<file path="src/rtl/alu_pkg.sv">
`default_nettype none
// ============================================================================
// Module   : alu_pkg
// Purpose  : Shared definitions for the ALU and the ALU decoder: the 3-bit
//            operation encoding and a helper to extract the B-invert bit.
// Contents : ALU_CTL_W   - width of the alucontrol field
//            alu_op_t    - enumerated operation codes
//            op_inverts_b- 1 when the op complements B and injects carry-in
// Revision : 1.0 - initial release
// ============================================================================
package alu_pkg;

  localparam int unsigned ALU_CTL_W = 3;

  typedef enum logic [ALU_CTL_W-1:0] {
    ALU_AND    = 3'b000,
    ALU_OR     = 3'b001,
    ALU_ADD    = 3'b010,
    ALU_SLTU_B = 3'b011,
    ALU_ANDN   = 3'b100,
    ALU_ORN    = 3'b101,
    ALU_SUB    = 3'b110,
    ALU_SLT    = 3'b111
  } alu_op_t;

  // Bit 2 of the opcode both inverts B and supplies the +1 carry-in, which
  // turns the adder into a subtractor (two's complement negate of B).
  function automatic logic op_inverts_b(input alu_op_t op);
    return op[2];
  endfunction

endpackage : alu_pkg
`default_nettype wire

</file>
<file path="src/rtl/alu_adder.sv">
`default_nettype none
// ============================================================================
// Module   : alu_adder
// Purpose  : N-bit adder with carry-in, shared by the ADD/SUB/SLT paths.
//            Result wraps modulo 2^N; no carry-out is produced.
// Ports    : a, b  (in,  N) - addends
//            cin   (in,  1) - carry-in
//            sum   (out, N) - a + b + cin, modulo 2^N
// Revision : 1.0 - initial release
// ============================================================================
module alu_adder
  import alu_pkg::*;
#(
  parameter int N = 32
) (
  input  logic [N-1:0] a,
  input  logic [N-1:0] b,
  input  logic         cin,
  output logic [N-1:0] sum
);

  assign sum = a + b + {{(N-1){1'b0}}, cin};

endmodule : alu_adder
`default_nettype wire

</file>
<file path="src/rtl/alu.sv">
`default_nettype none
// ============================================================================
// Module   : alu
// Purpose  : N-bit MIPS-style arithmetic/logic unit. Produces a combinational
//            result and zero flag, plus a registered copy of both.
// Ports    : srca       (in,  N) - operand A
//            srcb       (in,  N) - operand B
//            alucontrol (in,  3) - operation select (alu_op_t)
//            aluout     (out, N) - combinational result
//            zero       (out, 1) - combinational, 1 when aluout == 0
//            clk        (in,  1) - rising-edge clock for the output register
//            reset      (in,  1) - synchronous active-high clear of the register
//            aluout_q   (out, N) - aluout registered
//            zero_q     (out, 1) - zero registered
// Revision : 1.0 - initial release
// ============================================================================
module alu
  import alu_pkg::*;
#(
  parameter int N = 32
) (
  input  logic [N-1:0]         srca,
  input  logic [N-1:0]         srcb,
  input  logic [ALU_CTL_W-1:0] alucontrol,
  output logic [N-1:0]         aluout,
  output logic                 zero,
  input  logic                 clk,
  input  logic                 reset,
  output logic [N-1:0]         aluout_q,
  output logic                 zero_q
);

  alu_op_t      w_op;
  logic         w_invb;
  logic [N-1:0] w_bb;
  logic [N-1:0] w_sum;

  assign w_op   = alu_op_t'(alucontrol);
  assign w_invb = op_inverts_b(w_op);
  assign w_bb   = w_invb ? ~srcb : srcb;

  // Single shared adder: ~B + 1 gives subtraction for SUB and SLT.
  alu_adder #(
    .N (N)
  ) u_adder (
    .a   (srca),
    .b   (w_bb),
    .cin (w_invb),
    .sum (w_sum)
  );

  // Both SLT forms take the sign bit of the wrapped sum with no overflow
  // correction; the 011 form simply sees uncomplemented B.
  always_comb begin
    aluout = '0;
    case (w_op)
      ALU_AND, ALU_ANDN:    aluout = srca & w_bb;
      ALU_OR,  ALU_ORN:     aluout = srca | w_bb;
      ALU_ADD, ALU_SUB:     aluout = w_sum;
      ALU_SLTU_B, ALU_SLT:  aluout = {{(N-1){1'b0}}, w_sum[N-1]};
      default:              aluout = '0;
    endcase
  end

  assign zero = ~|aluout;

  // Reset clears the result and sets the flag so the pair stays consistent.
  always_ff @(posedge clk) begin
    if (reset) begin
      aluout_q <= '0;
      zero_q   <= 1'b1;
    end else begin
      aluout_q <= aluout;
      zero_q   <= zero;
    end
  end

endmodule : alu
`default_nettype wire

</file>
<file path="config.mk">
export PLATFORM = sky130hd
export DESIGN_NAME = alu
export DESIGN_NICKNAME = d
export VERILOG_FILES = /design/src/rtl/alu_pkg.sv /design/src/rtl/alu_adder.sv /design/src/rtl/alu.sv
export SDC_FILE = /design/constraint.sdc
export NUM_CORES = 1
export LEC_CHECK = 0
export ABC_AREA = 0
export CAP_MARGIN = 20
export CORE_UTILIZATION = 53
export DETAILED_ROUTE_END_ITERATION = 8
export PLACE_DENSITY_LB_ADDON = 0.12
export SLEW_MARGIN = 25
export SYNTH_ARGS = -nofsm -noshare
export SYNTH_HDL_FRONTEND = slang
export SYNTH_SLANG_ARGS = --single-unit
</file>
<file path="constraint.sdc">
create_clock -name clk -period 11 [get_ports clk]
set_clock_uncertainty 0.2 [all_clocks]
set_input_delay 1.65 -clock clk [delete_from_list [all_inputs] [get_ports clk]]
set_output_delay 1.65 -clock clk [all_outputs]
set_load 0.02 [all_outputs]
</file>
Word-level counts from Yosys, hierarchy flattened. Index checks and enable logic that the tools add are counted.

Register bits: 33. Bits in latches: 0. Bits in writable memories: 0. Bits in read-only memories: 0. Input port bits: 69. Output and inout port bits: 66. Word-level logic and storage cells: 23. Memories kept: 0.

Add/subtract/negate cells: 2. $mul: 0. Div/mod/pow operators: 0. $lt $le $gt $ge: 0. Eq/ne operators: 7. Shifts and indexed selects: 0. Mux-type cells: 2. Bitwise gates (word level): 3. Reduce and logical (&&, ||, !) cells: 7.

Operators with widths (count): $pmux 32 s4 (1); $add 32x1->32 (1); $add 32x32->32 (1); $and 32x32->32 (1); $mux 32 (1); $not 32->32 (1); $or 32x32->32 (1); $reduce_or 32->1 (1); $eq 3x3->1 const B (4); $reduce_or 2->1 (4); $eq 3x2->1 const B (2); $eq 3x1->1 const B (1); $logic_not 3->1 (1); $logic_not 1->1 (1).

Logic depth before layout (Yosys ltp).
Depth in word-level cells: 7. Depth in mapped cells: 15. Gate-level depth less buffers: 12.

Hierarchy. From an unflattened synthesis, not the netlist that was laid out.

Cells, all modules: 443. Area, all modules: 3575.9 µm².

By module, submodules not included: alu (instances 1, cells an instance 214, area an instance 1924.3 µm², seq. area each 660.6 µm²); alu_adder (instances 1, cells an instance 229, area an instance 1651.6 µm², seq. area each 0.0 µm²).

Worst setup path after synthesis. No wires, ideal clock.

Kind: input -> output. From: input port alucontrol[2]. To: output port zero. Data arrival time: 5.046 ns. Required time: 9.150 ns. Path slack: 4.104 ns. Stages: 14. Buffers on the path: 3. Cell sequence: buf_6 clkbuf_1 xor2_1 fa_1 a21o_1 a221o_1 buf_6 a21oi_1 and3_1 o32ai_1 a2111o_1 nor4_2 nand4_1 nor2_1.

Cells in the longest elaborated chain, start to end: 6. Elaborated cells on any way between the ends: 20. Classes of those cells: 2 x add/sub; 7 x eq/ne; 2 x mux; 2 x bitwise; 7 x reduce/logical.

Ends and longest elaborated chain: start, declared (RTL line alu.sv:24) `input logic [ALU_CTL_W-1:0] alucontrol,`; $mux 32 (RTL line alu.sv:40) `assign w_bb = w_invb ? ~srcb : srcb;`; $add 32x32->32 (RTL line alu_adder.sv:22) `assign sum = a + b + {{(N-1){1'b0}}, cin};`; $add 32x1->32 (RTL line alu_adder.sv:22); $pmux 32 s4 (*) (RTL line alu.sv:56) `case (w_op)`; net aluout[16] (RTL line alu.sv:25) `output logic [N-1:0] aluout,`; $reduce_or 32->1 (*) (RTL line alu.sv:65) `assign zero = ~|aluout;`; $logic_not 1->1 (*) (RTL line alu.sv:65); end, declared (RTL line alu.sv:26) `output logic zero,`.

Mark *: on every way through the listed nets, which the timed path passes. The rest lies on a longest branch.

Worst setup path after layout.
From: input port alucontrol[2]. To: output port zero.

Cells in the longest elaborated chain, start to end: 6. Elaborated cells on any way between the ends: 20. Classes of those cells: 2 x add/sub; 7 x eq/ne; 2 x mux; 2 x bitwise; 7 x reduce/logical.

Ends and longest elaborated chain (RTL line): $mux 32 (alu.sv:40); $add 32x32->32 (alu_adder.sv:22); $add 32x1->32 (alu_adder.sv:22); $pmux 32 s4 (*) (alu.sv:56); $reduce_or 32->1 (*) (alu.sv:65); $logic_not 1->1 (*) (alu.sv:65).

Mark *: on every way between the ends. The rest lies on a longest branch, timed or not.

==> results.md <==
* Yosys warns at 0
* Synth unique cells at 66
* Final Hold Viols at 0
* Root buf cell: clkbuf_8
* Detailed router's first-iteration violation count at 559
* Power Total at 0.636 mW
* Crit path kind: in -> out
* Bufs on Longest Clock Path at 2
* Post-CTS Setup Bufs at 0
* Die width at 95.8 um
* Post-cts resize count at 0
* Share of cells above drive strength 1 at 0.0294
* CTS buffer count at 5
* Row cnt at 33
* Critical path launch point type: input pin
* Setup Viol. Count Final at 0
* Simple-gate portion of the synthesized area at 0.221
* Max-slew violations at 0
* Final nets at 917
* Largest net degree at the start of global routing at 42
* Hold WS at 1.64 ns
* Slew @ Worst Pin at 0.937 ns
* WP data arrival at 6.26 ns
* Core Area at 8380 sq um
* CTS clk-pin slew, worst paths at 0.06 ns
* Pwr Density at 104 nW/um^2
* Synth Area in Compound Gates at 0.264
* Worst hold path stage count at 2
* Top-level I/O count at 135
* Via count at 5,378
* DIE AREA at 9180 sq um
* Residual DRC at 0
* Post-Synthesis Net Count at 805
* Gr ovfl total at 0
* Post-layout minimum cycle time at 8.11 ns
* Port bufs at 134
* Leakage power at 2.82 nW
* Initial DRT Pass Iterations at 5
* Adder-Cell Fraction of Synth Area at 0.176
* Antenna violations before repair at 0
* MaxCap Viol Count at 0
* Critical Path RT at 9.15 ns
* Sequential cell area fraction in the yosys report at 0.142
* Largest family of logic cells by synthesized area: compound AO/OA/AOI/OAI gates
* Mapped Cells at 671
* HP Class: in -> reg
* Number of synthesized flops with an enable pin at 0
* CTS tree: built
* Tcrit/Tclk final at 0.737
* Via density at 6.06
* # H-tree levels at 2
* Vias in the first global route at 4,793
* Endpoint class of the critical path: primary output
* Relative max-transition margin at 0.375
* GRT Util Overall at 0.340
* Mapped Area at 4670 sq um
* Multiplexer area fraction after synthesis at 0.00939
* # fillers at 680
* Hpwl dp at 12,700 um
* VDD IR-drop max at 0.0000431 V
* Setup TNS at 0 ns
* F_max at 123 MHz
* CTS Hold Bufs at 0
* Storage cell area at 661 sq um
* Synthesized area per cell at 6.95 sq um
* DIE HEIGHT at 95.8 um
* Xor-xnor portion of the synthesized cell area at 0.0882
* Post-DR wirelength/cell at 17.5 um
* Unrepaired setup endpoints after global routing: no
* Post-synthesis sequential element count at 33
* First-pass GRT wire length at 24,000 um
* Antenna diode count at 0
* Starting Density at 0.557
* Area Growth Syn to Fin at 30.7%
* Status: finished clean
* Final GP Congestion at 0.959
* Async S/R FF share, synth at 0
* Core occupancy in the finished layout at 0.728
* Leading register cell type out of synthesis: dfxtp_1
* DRT Wirelength at 15,600 um
* Multi-input gate area at 3540 sq um
* Antenna-violating nets left at 0
* Clock sinks at 33
* Crit-path max FO at 34
cells in the mapped netlist (all sizes together) (4+ instances only):
cell type   n  area (sq um)
nor3       12          60.1
xor2       41           359
o21ai      48           240
o211ai      7          52.6
ha         64           801
a211oi     18           135
nor4        7          50.1
a21oi      55           283
nand2      58           220
dfxtp      33           661
nand4      17           106
clkbuf     23          86.3
o21bai      4          30.0
buf         9          53.8
inv        87           327
a21o       11          82.6
nor2       64           240
nand3       8          40.0
a21boi      4          30.0
xnor2       6          52.6
mux2i       4          43.8
nor2b      25           156
a31oi       8          50.1
o31ai       5          37.5
and3        6          37.5
where the power goes:
group / switching (mW) / internal [mW]
clock network: 0.0392 / 0.0495
registers: 0.00282 / 0.131
logic: 0.246 / 0.167
critical path, cell delays in order:
cell and delay, ns:
buf_2 0.70, xor2_1 0.29, inv_1 0.09, ha_1 0.37, a21oi_1 0.26, o22ai_2 0.20, a211o_1 0.30, a211oi_1 0.48
nand4_1 0.17, a2111o_1 0.40, nor4_2 0.39, nand4_1 0.18, nor2_1 0.14, clkdlybuf4s50_1 0.62
layout make-up:
cell class	count	share of cell area
Clock buffer	7	0.0142
Inverter	87	0.0535
Multi-Input combinational cell	519	0.581
Sequential cell	33	0.108
Tap cell	105	0.0215
Timing Repair Buffer	137	0.222
cell usage in the layout, fill, tap and decap left out, types with 3 or more instances in the layout:
| cell | netlist | routed |
|---|---|---|
| inv_1 | 86 | 86 |
| a21o_1 | 11 | 11 |
| a211oi_1 | 18 | 18 |
| or3_1 | 3 | 3 |
| clkbuf_8 | 0 | 6 |
| ha_1 | 64 | 64 |
| nand3_1 | 8 | 8 |
| a21boi_0 | 4 | 4 |
| nand4_1 | 17 | 17 |
| a2111o_1 | 3 | 3 |
| nand2_1 | 57 | 57 |
| buf_4 | 0 | 3 |
| clkdlybuf4s50_1 | 0 | 132 |
| nor2_1 | 64 | 64 |
| a21oi_1 | 53 | 53 |
| mux2i_1 | 3 | 3 |
| o211ai_1 | 7 | 7 |
| o21a_1 | 3 | 3 |
| a221oi_1 | 3 | 3 |
| xnor2_1 | 6 | 6 |
| nor3_1 | 12 | 12 |
| a31oi_1 | 8 | 8 |
| and3_1 | 6 | 6 |
| nor4_1 | 6 | 6 |
| o21bai_1 | 4 | 4 |
| o21ai_1 | 10 | 10 |
| o21ai_0 | 38 | 38 |
| nor2b_1 | 25 | 24 |
| dfxtp_1 | 33 | 33 |
| xor2_1 | 41 | 41 |
| o31ai_1 | 5 | 5 |
metal layers:
metal	routed length, um	share of wire	track usage	vias to the layer above
li1	-	-	-	2542
met1	6860	0.44	0.486	2470
met2	6640	0.43	0.503	343
met3	1810	0.12	0.0656	23
met4	249	0.016	0.119	0
met5	0	0	0	-
final timing paths:
path	slack [ns]	from	endpoint
worst max-delay path	2.89	alucontrol[2]	zero
worst min-delay path	1.64	reset	aluout_q[7]$_SDFF_PP0_
registers in the layout (all words and copies together) (netlist names):
name,count
aluout_q,32
zero_q,1
cells by family after synthesis:
logic type	after synthesis
fa+ha+maj	65
xor+xnor	47
buf+inv	119
compound gates	190
mux	4
flops	33
simple gates	213
stage by stage:
step                      area [sq um]  std cells  worst slack, ns
after global placement            6020        881             3.19
after detailed placement          6020        881             3.04
final                             6100        888             2.89
after global routing              6100        888             2.67
after CTS                         6100        888             3.03
after floorplan                   4670        671             4.10
Note: power is estimated with default switching activity, not from simulation.
